--- src/rtl/alab_pipe_pkg.sv ---
// Shared pipeline definitions for the ID-stage hazard logic: register file geometry,
// the condition code that means "always", FSM states and the EXE-slot tracking record.
package alab_pipe_pkg;

  localparam int NREG   = 16;
  localparam int REG_AW = 4;

  localparam logic [3:0] COND_AL = 4'hE;

  typedef enum logic {
    RUN      = 1'b0,
    MEM_WAIT = 1'b1
  } pipe_state_e;

  typedef struct packed {
    logic              valid;
    logic [REG_AW-1:0] dest;
    logic              is_load;
    logic              s;
  } exe_slot_t;

  function automatic logic [NREG-1:0] regOneHot(input logic [REG_AW-1:0] idx);
    logic [NREG-1:0] vec;
    vec      = '0;
    vec[idx] = 1'b1;
    return vec;
  endfunction

endpackage

--- src/rtl/reg_pending_counter.sv ---
// Saturating up/down count of writes still in flight towards one architectural register.
module reg_pending_counter #(
  parameter int CNT_W = 2
) (
  input  logic clk,
  input  logic rst,
  input  logic inc_i,
  input  logic dec_i,
  output logic zero_o,
  output logic full_o
);

  localparam logic [CNT_W-1:0] CNT_MAX = '1;
  localparam logic [CNT_W-1:0] CNT_ONE = CNT_W'(1);

  logic [CNT_W-1:0] cnt_q, cnt_d;

  // A simultaneous issue and retire on the same register cancel out.
  always_comb begin
    cnt_d = cnt_q;
    if (inc_i && !dec_i && (cnt_q != CNT_MAX)) begin
      cnt_d = cnt_q + CNT_ONE;
    end else if (dec_i && !inc_i && (cnt_q != '0)) begin
      cnt_d = cnt_q - CNT_ONE;
    end
  end

  always_ff @(posedge clk) begin
    if (!rst) begin
      cnt_q <= '0;
    end else begin
      cnt_q <= cnt_d;
    end
  end

  always_ff @(posedge clk) begin
    if (rst && dec_i && !inc_i) begin
      assert (cnt_q != '0)
        else $error("reg_pending_counter: retire with no write in flight");
    end
  end

  assign zero_o = (cnt_q == '0);
  assign full_o = (cnt_q == CNT_MAX);

endmodule

--- src/rtl/hazard_scoreboard.sv ---
// ID-stage issue/stall decision: per-register pending-write scoreboard, SR pending bit,
// memory-wait freeze and branch flush for the 5-stage pipeline.
module hazard_scoreboard
  import alab_pipe_pkg::*;
#(
  parameter int CNT_W  = 2,
  parameter bit FWD_EN = 1'b0
) (
  input  logic              clk,
  input  logic              rst,
  input  logic              id_valid,
  input  logic [REG_AW-1:0] id_src1,
  input  logic [REG_AW-1:0] id_src2,
  input  logic              id_two_src,
  input  logic [REG_AW-1:0] id_dest,
  input  logic              id_wb_en,
  input  logic              id_mem_read,
  input  logic              id_s,
  input  logic [3:0]        id_cond,
  input  logic              wb_wb_enable,
  input  logic [REG_AW-1:0] wb_dest,
  input  logic              mem_ready,
  input  logic              branch_taken,
  output logic              hazard,
  output logic              freeze_pc,
  output logic              freeze_ifid,
  output logic              flush,
  output logic              issue,
  output logic [NREG-1:0]   pending_mask
);

  pipe_state_e state_q, state_d;
  exe_slot_t   exeSlot_q, exeSlot_d;
  logic        flushPend_q, flushPend_d;

  logic [NREG-1:0] incVec, decVec, zeroVec, fullVec;

  logic srPend, srTerm, satTerm;
  logic depScoreboard, depLoadUse, depTerm;
  logic memWait;

  assign incVec = (issue && id_wb_en) ? regOneHot(id_dest) : '0;
  assign decVec = wb_wb_enable ? regOneHot(wb_dest) : '0;

  for (genvar g = 0; g < NREG; g++) begin : g_cnt
    reg_pending_counter #(
      .CNT_W (CNT_W)
    ) u_cnt (
      .clk    (clk),
      .rst    (rst),
      .inc_i  (incVec[g]),
      .dec_i  (decVec[g]),
      .zero_o (zeroVec[g]),
      .full_o (fullVec[g])
    );
  end

  assign pending_mask = ~zeroVec;

  // Hazard looks only at registered state, so a retire in this very cycle still stalls.
  assign srPend  = exeSlot_q.valid & exeSlot_q.s;
  assign srTerm  = (id_cond != COND_AL) & srPend;
  assign satTerm = id_wb_en & fullVec[id_dest];

  assign depScoreboard = ~zeroVec[id_src1] | (id_two_src & ~zeroVec[id_src2]);
  assign depLoadUse    = exeSlot_q.valid & exeSlot_q.is_load &
                         ((id_src1 == exeSlot_q.dest) |
                          (id_two_src & (id_src2 == exeSlot_q.dest)));
  assign depTerm       = FWD_EN ? depLoadUse : depScoreboard;

  assign hazard = id_valid & (depTerm | satTerm | srTerm);

  assign memWait = (state_q == MEM_WAIT);

  // A branch seen while memory was busy is replayed on the cycle memory comes back.
  assign flush = mem_ready & (branch_taken | flushPend_q);

  assign issue = id_valid & ~hazard & ~flush & ~memWait & mem_ready;

  assign freeze_pc   = (hazard | memWait | ~mem_ready) & ~flush;
  assign freeze_ifid = freeze_pc;

  always_comb begin
    state_d = state_q;
    case (state_q)
      RUN:      if (!mem_ready) state_d = MEM_WAIT;
      MEM_WAIT: if (mem_ready)  state_d = RUN;
      default:  state_d = RUN;
    endcase
  end

  always_comb begin
    flushPend_d = mem_ready ? 1'b0 : (flushPend_q | branch_taken);
  end

  always_comb begin
    exeSlot_d = exeSlot_q;
    if (issue) begin
      exeSlot_d.valid   = 1'b1;
      exeSlot_d.dest    = id_dest;
      exeSlot_d.is_load = id_mem_read;
      exeSlot_d.s       = id_s;
    end else if (mem_ready) begin
      exeSlot_d = '0;
    end
  end

  always_ff @(posedge clk) begin
    if (!rst) begin
      state_q     <= RUN;
      exeSlot_q   <= '0;
      flushPend_q <= 1'b0;
    end else begin
      state_q     <= state_d;
      exeSlot_q   <= exeSlot_d;
      flushPend_q <= flushPend_d;
    end
  end

endmodule

--- config.mk ---
export PLATFORM = sky130hd
export DESIGN_NAME = hazard_scoreboard
export DESIGN_NICKNAME = d
export VERILOG_FILES = /design/src/rtl/alab_pipe_pkg.sv /design/src/rtl/reg_pending_counter.sv /design/src/rtl/hazard_scoreboard.sv
export SDC_FILE = /design/constraint.sdc
export NUM_CORES = 1
export LEC_CHECK = 0
export BUFFER_PORTS_ARGS = -buffer_cell sky130_fd_sc_hd__buf_2
export CORE_UTILIZATION = 60
export DETAILED_ROUTE_END_ITERATION = 10
export PLACE_DENSITY_LB_ADDON = 0.2
export SYNTH_ARGS = -nofsm -noshare
export SYNTH_HDL_FRONTEND = slang
export SYNTH_SLANG_ARGS = --single-unit
--- constraint.sdc ---
create_clock -name clk -period 6.4 [get_ports clk]
set_input_delay 0.64 -clock clk [delete_from_list [all_inputs] [get_ports clk]]
set_output_delay 0.64 -clock clk [all_outputs]
set_load 0.01 [all_outputs]
==> summary by stage, run 1 <==
Critical path
The signal on the critical path passes through or2_1, mux4_2, mux4_2, a31oi_4, buf_4, nand3_1, nand2_1, a31oi_1, buf_2. For flop-to-flop paths, the worst setup slack is 3370 ps. The cell repeated most along the worst path is sky130_fd_sc_hd__mux4_2. The critical setup path kind is reg2out. The endpoint of the most critical register-to-register path is g_cnt[12].u_cnt.cnt_q[0]$_SDFFE_PN0P_. Following the worst setup path forward leads to its endpoint at freeze_pc. The number of cells on the critical path is 9. The maximum fanout encountered on the critical timing path is 50.

The path depth of the worst reg2reg path is 8. The kind of cell adding the most delay to the critical path is multiplexers. The data required time of the worst path is 5760 ps.

For this design, the slowest cell found on the critical path is sky130_fd_sc_hd__mux4_2. The critical path's largest stage delay is 490 ps. The kind of end point of the critical path is a primary output. The kind of start point of the critical path is a flop. The endpoint arrival time on the critical path is 3140 ps. The start point of the critical path is g_cnt[9].u_cnt.cnt_q[0]$_SDFFE_PN0P_.

Counting both buffers and inverters, the worst setup path holds a total of 2. The startpoint identified for the worst register-to-register timing path is g_cnt[9].u_cnt.cnt_q[0]$_SDFFE_PN0P_.

Power
Summed over all cells, the static leakage comes to 1.33 nW. In this run the power spent charging and discharging nets is 0.000137 W. The proportion of power drawn by combinational gates is 14.4%. The share of total power dissipated in sequential elements is 45.1%. The fraction of power spent switching nets is 27.4%. The internal portion of the total power is 0.000363 W. The portion of total power attributed to the clock network is 40.5%. The power per cell area is 148 nW/um^2. VDD sags by at most 0.000115 V.

Die
The total core area is 4820 sq um. Measured along the x axis, the die boundary spans 73.4 um. Once the floorplan was initialized, standard cells occupied 63.4% of the core. 51 I/O pins were placed. The area enclosed by the die boundary is 5380 sq um. The overall die height is 73.4 um. The floorplan has 25 rows.

Timing
The clock period minus final worst setup slack is 3780 ps. Of the available clock period, the critical path in the final layout requires 59.1%. The final-layout setup total negative slack is 0 ps. The final count of pins violating max slew was 0. Setup repair after global routing left no endpoint under its margin.

The worst setup skew after layout is 14.2 ps. Setup violations remaining at the end of the flow were counted as 0. The final hold violation count was 0. The remaining max-slew budget at the tightest pin is 38.1%. The timing-limited maximum frequency is 265 MHz. The tightest hold path in the finished design has a slack of 520 ps. The transition time at the pin with the least slew margin is 927 ps.

Clock network
The number of buffers on the longest clock path is 2. Clock latency on the worst-skew pair, taken at its later pin, is 300 ps. The post-cts hold buffer count is 0. TritonCTS built the clock tree.

After clock tree synthesis, the clock-pin slew on the worst setup and hold paths is 70 ps. The clock sink total is 36. CTS placed an instance of sky130_fd_sc_hd__clkbuf_8 at the clock tree root. The H-tree depth is 2. The quantity of gates resized following cts is 0. Once the clock tree was built, the setup fixing pass inserted 0 buffers. The number of clock buffers inserted by TritonCTS is 5.

Flow run
The tool flagged a number of max-cap violations equal to 0.

Yosys
The most common flop cell mapped by yosys is sky130_fd_sc_hd__dfxtp_1. For this run, the register share of the synthesized area comes to 23.6%. The most common cell in the netlist is sky130_fd_sc_hd__nand2_1. The share of synthesized area in the top cell type comes to 23.6%. Counting instances in the post-synthesis netlist gives the leading cell types as 45 x sky130_fd_sc_hd__nand2_1, 36 x sky130_fd_sc_hd__dfxtp_1, 24 x sky130_fd_sc_hd__nor2_1.

The gate count after technology mapping is 401. Sorting the synthesized cells by area gives the leading types as sky130_fd_sc_hd__dfxtp_1 24%, sky130_fd_sc_hd__mux4_2 7.4%, sky130_fd_sc_hd__nand2_1 5.5%. The biggest area consumer among synthesized cells is sky130_fd_sc_hd__dfxtp_1. The number of enable-type register cells in the synthesized netlist is 0.

The share of flip-flops with an asynchronous set or reset after synthesis is 0%. The number of nets handed over by synthesis was 431. In this run, synthesis produced a sequential element count of 36.

For this run, the number of Yosys warnings is 0. The synthesized area divided by synthesized cell count is 7.62 sq um. The count of cell types in the netlist is 50. Summing every instance area after synthesis gives 3060 sq um.

Route
After detailed routing, the number of remaining DRC violations is 0. The via count is 3405. The via density per instance is 6.84.

The violation count after the first detailed-route iteration is 355. The sum of routed wire length over all layers is 8630 um. The pre-antenna-repair detailed-routing pass consisted of 5 iterations. The average wire length per cell after detail routing is 17.3 um.

The number of nets with antenna violations after routing is 0.

Placement
Once detailed placement completed, the half-perimeter wirelength came to 6040 um. Port buffering added 49 buffers. The congestion estimate from routability-driven global placement came to 0.887.

Global routing
Global routing used 32.3% of the available tracks. The global route total overflow is 0. The global-route wire length before repair is 13600 um.

The number of global-route vias before repair was 2894. The largest net degree at the start of global routing is 51. The number of antenna violations at the first check in global routing is 0.

Final layout
The fraction of layout cells with a size suffix above 1 is 16.9%. The area growth from synthesis to layout is 10.6%. Cells fill 70.2% of the core in the end. The final layout contains 460 nets. The filler cells instantiated in the layout total 434. 0 antenna diodes ended up in the layout.

Min path
The path category of the worst min-delay check is reg2reg.

Status
The flow ran to the end, and the final reports show no timing, DRC or antenna violations.
[tightest hold or removal path, stage by stage (launching register included)]
cell and delay (ps):
sky130_fd_sc_hd__dfxtp_1 350, sky130_fd_sc_hd__nand2_1 70, sky130_fd_sc_hd__a21oi_1 50
[metal layers]
layer,share of wire [%],up-vias,GRT usage (%)
li1,-,1594,-
met1,43,1601,42.4
met5,0,-,0
met3,7.5,30,5.35
met4,2.6,0,13.2
met2,46,180,52.8
[worst min path at each step]
stage                                               startpoint                              endpoint  slack, ps  depth (start not counted)
after floorplan           g_cnt[1].u_cnt.cnt_q[1]$_SDFFE_PN0P_  g_cnt[1].u_cnt.cnt_q[1]$_SDFFE_PN0P_        470                          2
after global placement    g_cnt[1].u_cnt.cnt_q[1]$_SDFFE_PN0P_  g_cnt[1].u_cnt.cnt_q[1]$_SDFFE_PN0P_        500                          2
after detailed placement  g_cnt[1].u_cnt.cnt_q[1]$_SDFFE_PN0P_  g_cnt[1].u_cnt.cnt_q[1]$_SDFFE_PN0P_        500                          2
after CTS                 g_cnt[1].u_cnt.cnt_q[1]$_SDFFE_PN0P_  g_cnt[1].u_cnt.cnt_q[1]$_SDFFE_PN0P_        510                          2
after global routing      g_cnt[1].u_cnt.cnt_q[1]$_SDFFE_PN0P_  g_cnt[1].u_cnt.cnt_q[1]$_SDFFE_PN0P_        540                          2
final                     g_cnt[1].u_cnt.cnt_q[1]$_SDFFE_PN0P_  g_cnt[1].u_cnt.cnt_q[1]$_SDFFE_PN0P_        520                          2
[layout make-up]
class | instances | area [sq um] | area share (%)
multi-input cells | 321 | 2150 | 63.7
flip-flops and latches | 36 | 721 | 21.3
clock inverters | 2 | 35.0 | 1.04
well taps | 67 | 83.8 | 2.48
repair buffers | 51 | 260 | 7.70
clock buffers | 6 | 72.6 | 2.15
inverters | 15 | 56.3 | 1.67
[power groups by stage]
stage,registers [W],logic [W],clock network [W]
2_1_floorplan,0.000231,0.0000481,0
3_3_place_gp,0.000231,0.0000684,0
3_5_place_dp,0.000231,0.0000698,0
4_1_cts,0.000226,0.0000701,0.000205
5_1_grt,0.000226,0.0000777,0.000215
6_report,0.000226,0.0000720,0.000203
[kinds of logic (layout without fill, tap and decap cells)]
| group | count (synthesis) | count (layout) | share of synthesized area (%) |
|---|---|---|---|
| compound gates | 104 | 104 | 24.7 |
| buf+inv | 44 | 74 | 5.98 |
| flops | 36 | 36 | 23.6 |
| mux | 19 | 19 | 10.3 |
| simple gates | 198 | 198 | 35.4 |
[cells in the final DEF, fill, tap and decap left out, types with 11 or more instances in the layout]
master	instances
sky130_fd_sc_hd__dfxtp_1	36
sky130_fd_sc_hd__or2_1	14
sky130_fd_sc_hd__and3_1	20
sky130_fd_sc_hd__nor3_1	11
sky130_fd_sc_hd__nand2b_1	12
sky130_fd_sc_hd__inv_1	15
sky130_fd_sc_hd__a21oi_1	16
sky130_fd_sc_hd__nand4_1	21
sky130_fd_sc_hd__nor2_1	24
sky130_fd_sc_hd__buf_2	49
sky130_fd_sc_hd__nand2_1	45
sky130_fd_sc_hd__o21ai_0	16
[stage by stage]
step           total power, W  instances  cell area (sq um)  setup slack, ps
2_1_floorplan        0.000279        401               3060             3000
3_3_place_gp         0.000299        490               3270             2840
3_5_place_dp         0.000301        490               3270             2790
4_1_cts              0.000501        498               3380             2660
5_1_grt              0.000519        498               3380             2470
6_report             0.000500        498               3380             2620
[state kept, by name (all words and copies together) (netlist names)]
register,flops
memWait,1
g_cnt.u_cnt.cnt_q,32
flushPend_q,1
exeSlot_q,2
Note: power is estimated with default switching activity, not from simulation.
==> inputs of run 2 (changes only) <==
--- a/config.mk
+++ b/config.mk
@@ -6,7 +6,7 @@
 export NUM_CORES = 1
 export LEC_CHECK = 0
 export BUFFER_PORTS_ARGS = -buffer_cell sky130_fd_sc_hd__buf_2
-export CORE_UTILIZATION = 60
+export CORE_UTILIZATION = 52
 export DETAILED_ROUTE_END_ITERATION = 10
 export PLACE_DENSITY_LB_ADDON = 0.2
 export SYNTH_ARGS = -nofsm -noshare
==> constraint.sdc (replaced) <==
create_clock -name clk -period 3.28 [get_ports clk]
set_input_delay 0.328 -clock clk [delete_from_list [all_inputs] [get_ports clk]]
set_output_delay 0.328 -clock clk [all_outputs]
set_load 0.01 [all_outputs]
==> run 2 against run 1 <==
Net effect: sequential share of layout area shrank 0.47 points; non-clock buffer count grew 10; final area grew 2.3%; global-route usage shrank 2.4 points; critical path type unchanged; largest cell class unchanged; clock-buffer cell count grew 2.
==> summary by stage, run 2 (synthesis gave the netlist of run 1 again) <==
Clock network
The insertion delay to the later sink of the worst-skew pair is 300 ps (about the same). The H-tree depth is 2 (unchanged). The number of clock buffers inserted by TritonCTS is 5 (unchanged). The clock-pin slew reported for the worst setup and hold paths after clock tree synthesis is 70 ps (about the same). TritonCTS built the clock tree.

The post-cts hold buffer count is 0 (unchanged). Clock tree synthesis selected as its root buffer the cell sky130_fd_sc_hd__clkbuf_8. The number of buffers on the longest clock path was 2 (unchanged). The clock sink total is 36 (unchanged).

Critical path
The path depth of the worst reg2reg path is 9 (+1). The maximum fanout encountered on the critical timing path is 7 (-86%). The cell type of the slowest stage on the worst timing path is sky130_fd_sc_hd__mux4_2. The most critical setup path has its endpoint at freeze_pc. The data required time of the worst path is 2950 ps (-2810 ps). The sum of buffers and inverters on the critical path is 1 (-1). Walking the worst path, the cells encountered are or2_1, mux4_2, mux4_2, a31oi_4, nand3_1, nand2_1, a31oi_1, buf_2. The kind of start point of the critical path is a flop. The critical path's largest stage delay was 500 ps (about the same).

The worst setup path is captured at a primary output. The endpoint arrival time on the critical path is 2810 ps (-330 ps). In this design, the largest share of critical-path delay is due to multiplexers. The startpoint of the worst-slack reg-to-reg timing path is g_cnt[9].u_cnt.cnt_q[0]$_SDFFE_PN0P_.

The number of cells on the critical path is 8 (-1). The register-to-register path setup slack came to 270 ps (-3100 ps). The worst register-to-register path ends at g_cnt[15].u_cnt.cnt_q[0]$_SDFFE_PN0P_. The worst setup path is of the reg2out kind.

The start point of the critical path is g_cnt[9].u_cnt.cnt_q[0]$_SDFFE_PN0P_. In this design, the critical path's most frequently occurring cell is sky130_fd_sc_hd__mux4_2.

Timing
The count of endpoints failing setup in the final report was 0 (unchanged). The final count of pins violating max slew is 0 (unchanged). The worst setup skew after layout is 14.3 ps (+0.147 ps).

The post-route worst hold slack is 271 ps (-249 ps). The remaining max-slew budget at the tightest pin was 31.9% (-6.2 points). The final hold violation count is 0 (unchanged). Setup repair after global routing left no endpoint under its margin. The final critical-path share of the clock period is 95.8%.

The timing-limited maximum frequency is 318 MHz. The clock period minus final worst setup slack is 3140 ps. The final-layout setup total negative slack is 0 ps (unchanged). The transition time at the pin with the least slew margin came to 1020 ps (+93.6 ps).

Final layout
Leaving out fill and tap cells, the most frequent cells in the layout are 49 x sky130_fd_sc_hd__buf_2, 45 x sky130_fd_sc_hd__nand2_1, 36 x sky130_fd_sc_hd__dfxtp_1. More flip-flops sit in one register than any other, and that register is g_cnt.u_cnt.cnt_q. The flip-flop count of the largest register, all copies and words added is 32 (unchanged).

The number of antenna repair diodes is 0 (unchanged). Relative to the synthesized area, the layout overhead comes to 13.1%. The library cell used most frequently in the layout, excluding fill and tap cells, is sky130_fd_sc_hd__buf_2.

In the final layout, the registers with the most flip-flops are g_cnt.u_cnt.cnt_q: 32 flops, exeSlot_q: 2 flops. The fraction of layout cells with a size suffix above 1 is 18.6% (+1.7 points). The layout net count is 470 (+2.2%). The final standard cell count with taps included and fillers excluded is 513 (+3.0%).

Power
The leakage power summed over all cells is 1.38 nW (+3.2%). The highest ir drop seen on vdd is 0.000219 V (+91%). The final total power is 0.000936 W (+87%). The power per cell area was 271 nW/um^2 (+83%).

Global routing
The number of global-route vias before repair was 3072 (+6.2%). The global route total overflow is 0 (unchanged). The largest net degree at the start of global routing is 36 (-29%).

The number of antenna violations at the first check in global routing is 0 (unchanged). The overall track demand over capacity in global routing is 30.0% (-2.4 points). The global-route wire length before repair was 14700 um (+8.7%).

Route
The number of nets with antenna violations after routing is 0 (unchanged). The number of remaining DRC errors is 0 (unchanged). The violation count after the first detailed-route iteration came to 385 (+8.5%). The via count is 3390 (-0.44%). The sum of routed wire length over all layers is 8870 um (+2.8%). The via density per instance is 6.61 (-3.4%).

The detailed-routing iteration count for the pre-antenna-repair pass is 5 (unchanged). The average wire length per cell after detail routing was 17.3 um (-0.19%).

Die
The area enclosed by the die boundary is 6190 sq um (+15%). The number of placement rows was 27 (+8.0%). The number of top-level pins is 51 (unchanged). The floorplan die width is 78.7 um (+7.2%). The overall die height is 78.7 um (+7.2%). The effective utilization at floorplan was 54.8% (-8.6 points). The total core area is 5570 sq um (+16%).

Status
The run finished with clean final reports.

Placement
The count of buffers inserted at the top-level ports is 49 (unchanged). The estimated wirelength of the detail-placed design is 6380 um (+5.6%). The global placer's final weighted congestion is 0.919 (+3.6%). The number of placed cells counting well taps is 503 (+2.7%).

Flow run
The max capacitance violation total is 0 (unchanged).

Min path
The worst hold path belongs to the class in2reg.
[run 2: cell types whose count changed in the layout (fill, tap and decap cells not counted)]
cell	delta
sky130_fd_sc_hd__buf_4	+9
sky130_fd_sc_hd__buf_12	+1
sky130_fd_sc_hd__bufinv_16	-1
sky130_fd_sc_hd__clkbuf_1	+1
sky130_fd_sc_hd__clkbuf_8	+1
sky130_fd_sc_hd__clkinv_2	-1
[run 2: worst min-delay path by stage]
stage                                                     start                                    end  slack [ps]  cells after the start
after floorplan                                       mem_ready                     memWait$_SDFF_PN0_         400                      1
after global placement    g_cnt[13].u_cnt.cnt_q[1]$_SDFFE_PN0P_  g_cnt[13].u_cnt.cnt_q[1]$_SDFFE_PN0P_         500                      2
after detailed placement   g_cnt[1].u_cnt.cnt_q[1]$_SDFFE_PN0P_   g_cnt[1].u_cnt.cnt_q[1]$_SDFFE_PN0P_         500                      2
after CTS                                             mem_ready                     memWait$_SDFF_PN0_         270                      2
after global routing                                  mem_ready                     memWait$_SDFF_PN0_         270                      2
final                                                 mem_ready                     memWait$_SDFF_PN0_         270                      2
[run 2: stage by stage]
stage               instance area, sq um  util [%]  worst slack, ps
finish                              3460      62.0              139
CTS                                 3440      61.8             92.7
global placement                    3350      60.1              467
global route                        3460      62.0             43.9
detailed placement                  3350      60.1              400
floorplan                           3060         -              478
[run 2: cell type report]
| cell class | count | area, sq um |
|---|---|---|
| Tap cell | 72 | 90.1 |
| Multi-Input combinational cell | 321 | 2150 |
| Fill cell | 524 | 2120 |
| Inverter | 15 | 56.3 |
| Sequential cell | 36 | 721 |
| Timing Repair Buffer | 61 | 348 |
| Clock buffer | 8 | 90.1 |
[run 2: timing repair]
| item | in CTS | in global routing |
|---|---|---|
| setup buffers | 0 | 2 |
| setup endpoints to repair | 0 | 3 |
| hold endpoints to repair | 0 | 0 |
| resized for setup | 0 | 0 |
[run 2: layer usage]
metal / track usage [%] / part of all wire (%) / up-vias
met3: 5.47 / 8.2 / 23
met2: 50.2 / 46 / 162
met5: 0 / 0 / -
met4: 8.33 / 1.9 / 0
met1: 39.1 / 44 / 1595
li1: - / - / 1610
[run 2: power breakdown]
part | switching [W] | internal, W | total, W
logic | 0.000101 | 0.0000525 | 0.000153
registers | 0.00000143 | 0.000439 | 0.000440
clock network | 0.000171 | 0.000172 | 0.000342
==> inputs of run 3 (changes only) <==
--- a/config.mk
+++ b/config.mk
@@ -6,7 +6,8 @@
 export NUM_CORES = 1
 export LEC_CHECK = 0
 export BUFFER_PORTS_ARGS = -buffer_cell sky130_fd_sc_hd__buf_2
-export CORE_UTILIZATION = 52
+export CORE_UTILIZATION = 41
+export CTS_CLUSTER_SIZE = 30
 export DETAILED_ROUTE_END_ITERATION = 10
 export PLACE_DENSITY_LB_ADDON = 0.2
 export SYNTH_ARGS = -nofsm -noshare
==> constraint.sdc (replaced) <==
create_clock -name clk -period 3.2 [get_ports clk]
set_input_delay 0.32 -clock clk [delete_from_list [all_inputs] [get_ports clk]]
set_output_delay 0.32 -clock clk [all_outputs]
set_load 0.01 [all_outputs]
==> run 3 against run 2 <==
Net effect: sequential power is 2% higher; non-clock buffer count rose by 6; sequential cell count is the same; via count down 1.3%; die area increased by 26%; routed wire length rose by 2.7%; largest cell class unchanged; largest power group unchanged.
==> summary by stage, run 3 (synthesis gave the netlist of run 1 again) <==
Clock network
The H-tree depth came to 2 (unchanged). The clock-pin slew reported for the worst setup and hold paths after clock tree synthesis is 70 ps (about the same). The insertion delay to the later sink of the worst-skew pair is 300 ps (about the same).

The number of buffers on the longest clock path is 2 (unchanged). The TritonCTS clock tree is done. The number of clock buffers inserted by TritonCTS is 5 (unchanged).

The clock sink total is 36 (unchanged). The cell chosen for the clock root is sky130_fd_sc_hd__clkbuf_8. The post-cts hold buffer count is 0 (unchanged).

Critical path
In this run the critical register-to-register path is captured at g_cnt[3].u_cnt.cnt_q[0]$_SDFFE_PN0P_. The register-to-register path setup slack is 320 ps (+50 ps). The endpoint arrival time on the critical path was 2750 ps (-60 ps). The maximum fanout encountered on the critical timing path is 7 (unchanged). The worst setup path is captured at a primary output. The path depth of the worst reg2reg path is 8 (-1). The kind of start point of the critical path is a flop. In this run the worst setup path terminates at freeze_ifid. The data required time of the worst path is 2880 ps (-70 ps). In this run the critical register-to-register path is launched from g_cnt[9].u_cnt.cnt_q[0]$_SDFFE_PN0P_. The critical setup path kind is reg2out. The start point of the critical path is g_cnt[9].u_cnt.cnt_q[0]$_SDFFE_PN0P_.

Final layout
The flip-flop count of the largest register, all copies and words added was 32 (unchanged). The area used by multi-input combinational logic is 2150 sq um (+0.12%). The synthesis-to-finish area growth is 15.0%. In the layout the commonest cells are 49 x sky130_fd_sc_hd__buf_2, 45 x sky130_fd_sc_hd__nand2_1, 36 x sky130_fd_sc_hd__dfxtp_1. The post-route cell area is 3510 sq um (+1.6%). The combined flip-flop and latch cell area was 721 sq um (unchanged).

The largest registers in the layout are g_cnt.u_cnt.cnt_q: 32 flops, exeSlot_q: 2 flops. The layout filler cell count was 724 (+38%). The most common cell after layout, fill and taps aside is sky130_fd_sc_hd__buf_2. The layout net count is 476 (+1.3%). The register bank with the most flops is g_cnt.u_cnt.cnt_q. The share of the core filled with cells in the final layout is 48.7% (-13 points). The fraction of layout cells with a size suffix above 1 is 20.0% (+1.4 points). The number of antenna repair diodes is 0 (unchanged).

Die
The overall die height was 88.3 um (+12%). The effective utilization at floorplan is 42.4% (-12 points). The number of top-level pins was 51 (unchanged).

The number of placement rows is 31 (+15%). The total core area came to 7210 sq um (+29%). The floorplan die width is 88.3 um (+12%). The area enclosed by the die boundary is 7800 sq um (+26%).

Route
The via density per instance is 6.14 (-7.1%). The number of nets with antenna violations after routing is 0 (unchanged). The detailed-routing iteration count for the pre-antenna-repair pass is 5 (unchanged).

The via count was 3345 (-1.3%). The violation count after the first detailed-route iteration was 182 (-53%). The number of remaining DRC errors is 0 (unchanged). The average wire length per cell after detail routing came to 16.7 um (-3.4%). The sum of routed wire length over all layers came to 9110 um (+2.7%).

Power
The leakage power summed over all cells was 1.40 nW (+1.5%). The final total power is 0.000927 W (-0.91%). The highest ir drop seen on vdd was 0.000138 V (-37%).

The power per cell area was 264 nW/um^2 (-2.5%).

Global routing
The number of global-route vias before repair is 2847 (-7.3%). The number of antenna violations at the first check in global routing was 0 (unchanged). The global-route wire length before repair is 13900 um (-5.6%). The global route total overflow was 0 (unchanged). The largest net degree at the start of global routing came to 37 (+2.8%). The overall track demand over capacity in global routing is 23.4% (-6.6 points).

Timing
The final-layout setup total negative slack came to 0 ps (unchanged). The final critical-path share of the clock period is 96.0%. The count of endpoints failing setup in the final report came to 0 (unchanged). The transition time at the pin with the least slew margin is 770 ps (-250 ps). The final count of pins violating max slew is 0 (unchanged). The final hold violation count came to 0 (unchanged). Setup repair after global routing left no endpoint under its margin. The worst setup skew after layout is 7.00 ps (-7.32 ps). The slack of the critical path is 128 ps (-10.4 ps). The timing-limited maximum frequency is 326 MHz. The remaining max-slew budget at the tightest pin was 48.5% (+17 points). Counting I/O delays and the setup requirement, the final critical path takes 3070 ps.

Placement
The count of buffers inserted at the top-level ports is 49 (unchanged). The worst setup slack after placement is 312 ps (-87.9 ps). The global placer's final weighted congestion is 0.898 (-2.3%).

The estimated wirelength of the detail-placed design came to 6770 um (+6.2%). The total placed instance area is 3420 sq um (+2.0%).

Status
The run finished with clean final reports.

Flow run
The max capacitance violation total came to 0 (unchanged).

Min path
The path category of the worst min-delay check is in2reg.
-- run 3: cell count changes in the layout (fill, tap and decap cells not counted), sizes merged --
cell,previous run,this run
buf,61,67
clkbuf,8,6
clkinv,0,1
-- run 3: metal layers --
metal / GRT usage, % / part of all wire [%]
met5: 0 / 0
met4: 6.60 / 1.6
met3: 3.08 / 7.0
met2: 39.6 / 46
met1: 31.1 / 45
-- run 3: area by class of cell --
cell class / instances / area share (%)
Clock inverter: 1 / 0.142
Timing Repair Buffer: 67 / 10.8
Sequential cell: 36 / 20.5
Clock buffer: 6 / 2.07
Tap cell: 99 / 3.53
Multi-Input combinational cell: 321 / 61.3
Inverter: 15 / 1.60
-- run 3: worst min path at each step --
stage | from | to | slack (ps) | cells past startpoint
after detailed placement | g_cnt[1].u_cnt.cnt_q[1]$_SDFFE_PN0P_ | g_cnt[1].u_cnt.cnt_q[1]$_SDFFE_PN0P_ | 490 | 2
after global routing | mem_ready | memWait$_SDFF_PN0_ | 270 | 2
after CTS | mem_ready | memWait$_SDFF_PN0_ | 260 | 2
after global placement | g_cnt[1].u_cnt.cnt_q[1]$_SDFFE_PN0P_ | g_cnt[1].u_cnt.cnt_q[1]$_SDFFE_PN0P_ | 490 | 2
final | mem_ready | memWait$_SDFF_PN0_ | 270 | 2
after floorplan | mem_ready | memWait$_SDFF_PN0_ | 390 | 1
-- run 3: stage by stage --
stage | instances | hold WS, ps
2_1_floorplan | 401 | 392
3_3_place_gp | 536 | 490
3_5_place_dp | 536 | 492
4_1_cts | 543 | 264
5_1_grt | 545 | 272
6_report | 545 | 266
-- run 3: timing repair --
item / in CTS / in global routing
setup buffers: 0 / 2
setup endpoints to repair: 0 / 3
resized for setup: 0 / 1
hold endpoints to repair: 0 / 0
-- run 3: critical path: stages, from the launching register on --
cell and delay, ps:
sky130_fd_sc_hd__dfxtp_1 360, sky130_fd_sc_hd__or2_1 300, sky130_fd_sc_hd__mux4_2 490, sky130_fd_sc_hd__mux4_2 500, sky130_fd_sc_hd__a31oi_4 270, sky130_fd_sc_hd__nand3_1 180, sky130_fd_sc_hd__nand2_1 120, sky130_fd_sc_hd__a31oi_1 100
sky130_fd_sc_hd__buf_2 150
-- run 3: power by group --
| part | leakage (nW) | switching (W) | internal, W |
|---|---|---|---|
| clock | 0.0410 | 0.000170 | 0.000148 |
| combinational | 1.07 | 0.000103 | 0.0000544 |
| sequential | 0.290 | 0.00000155 | 0.000450 |
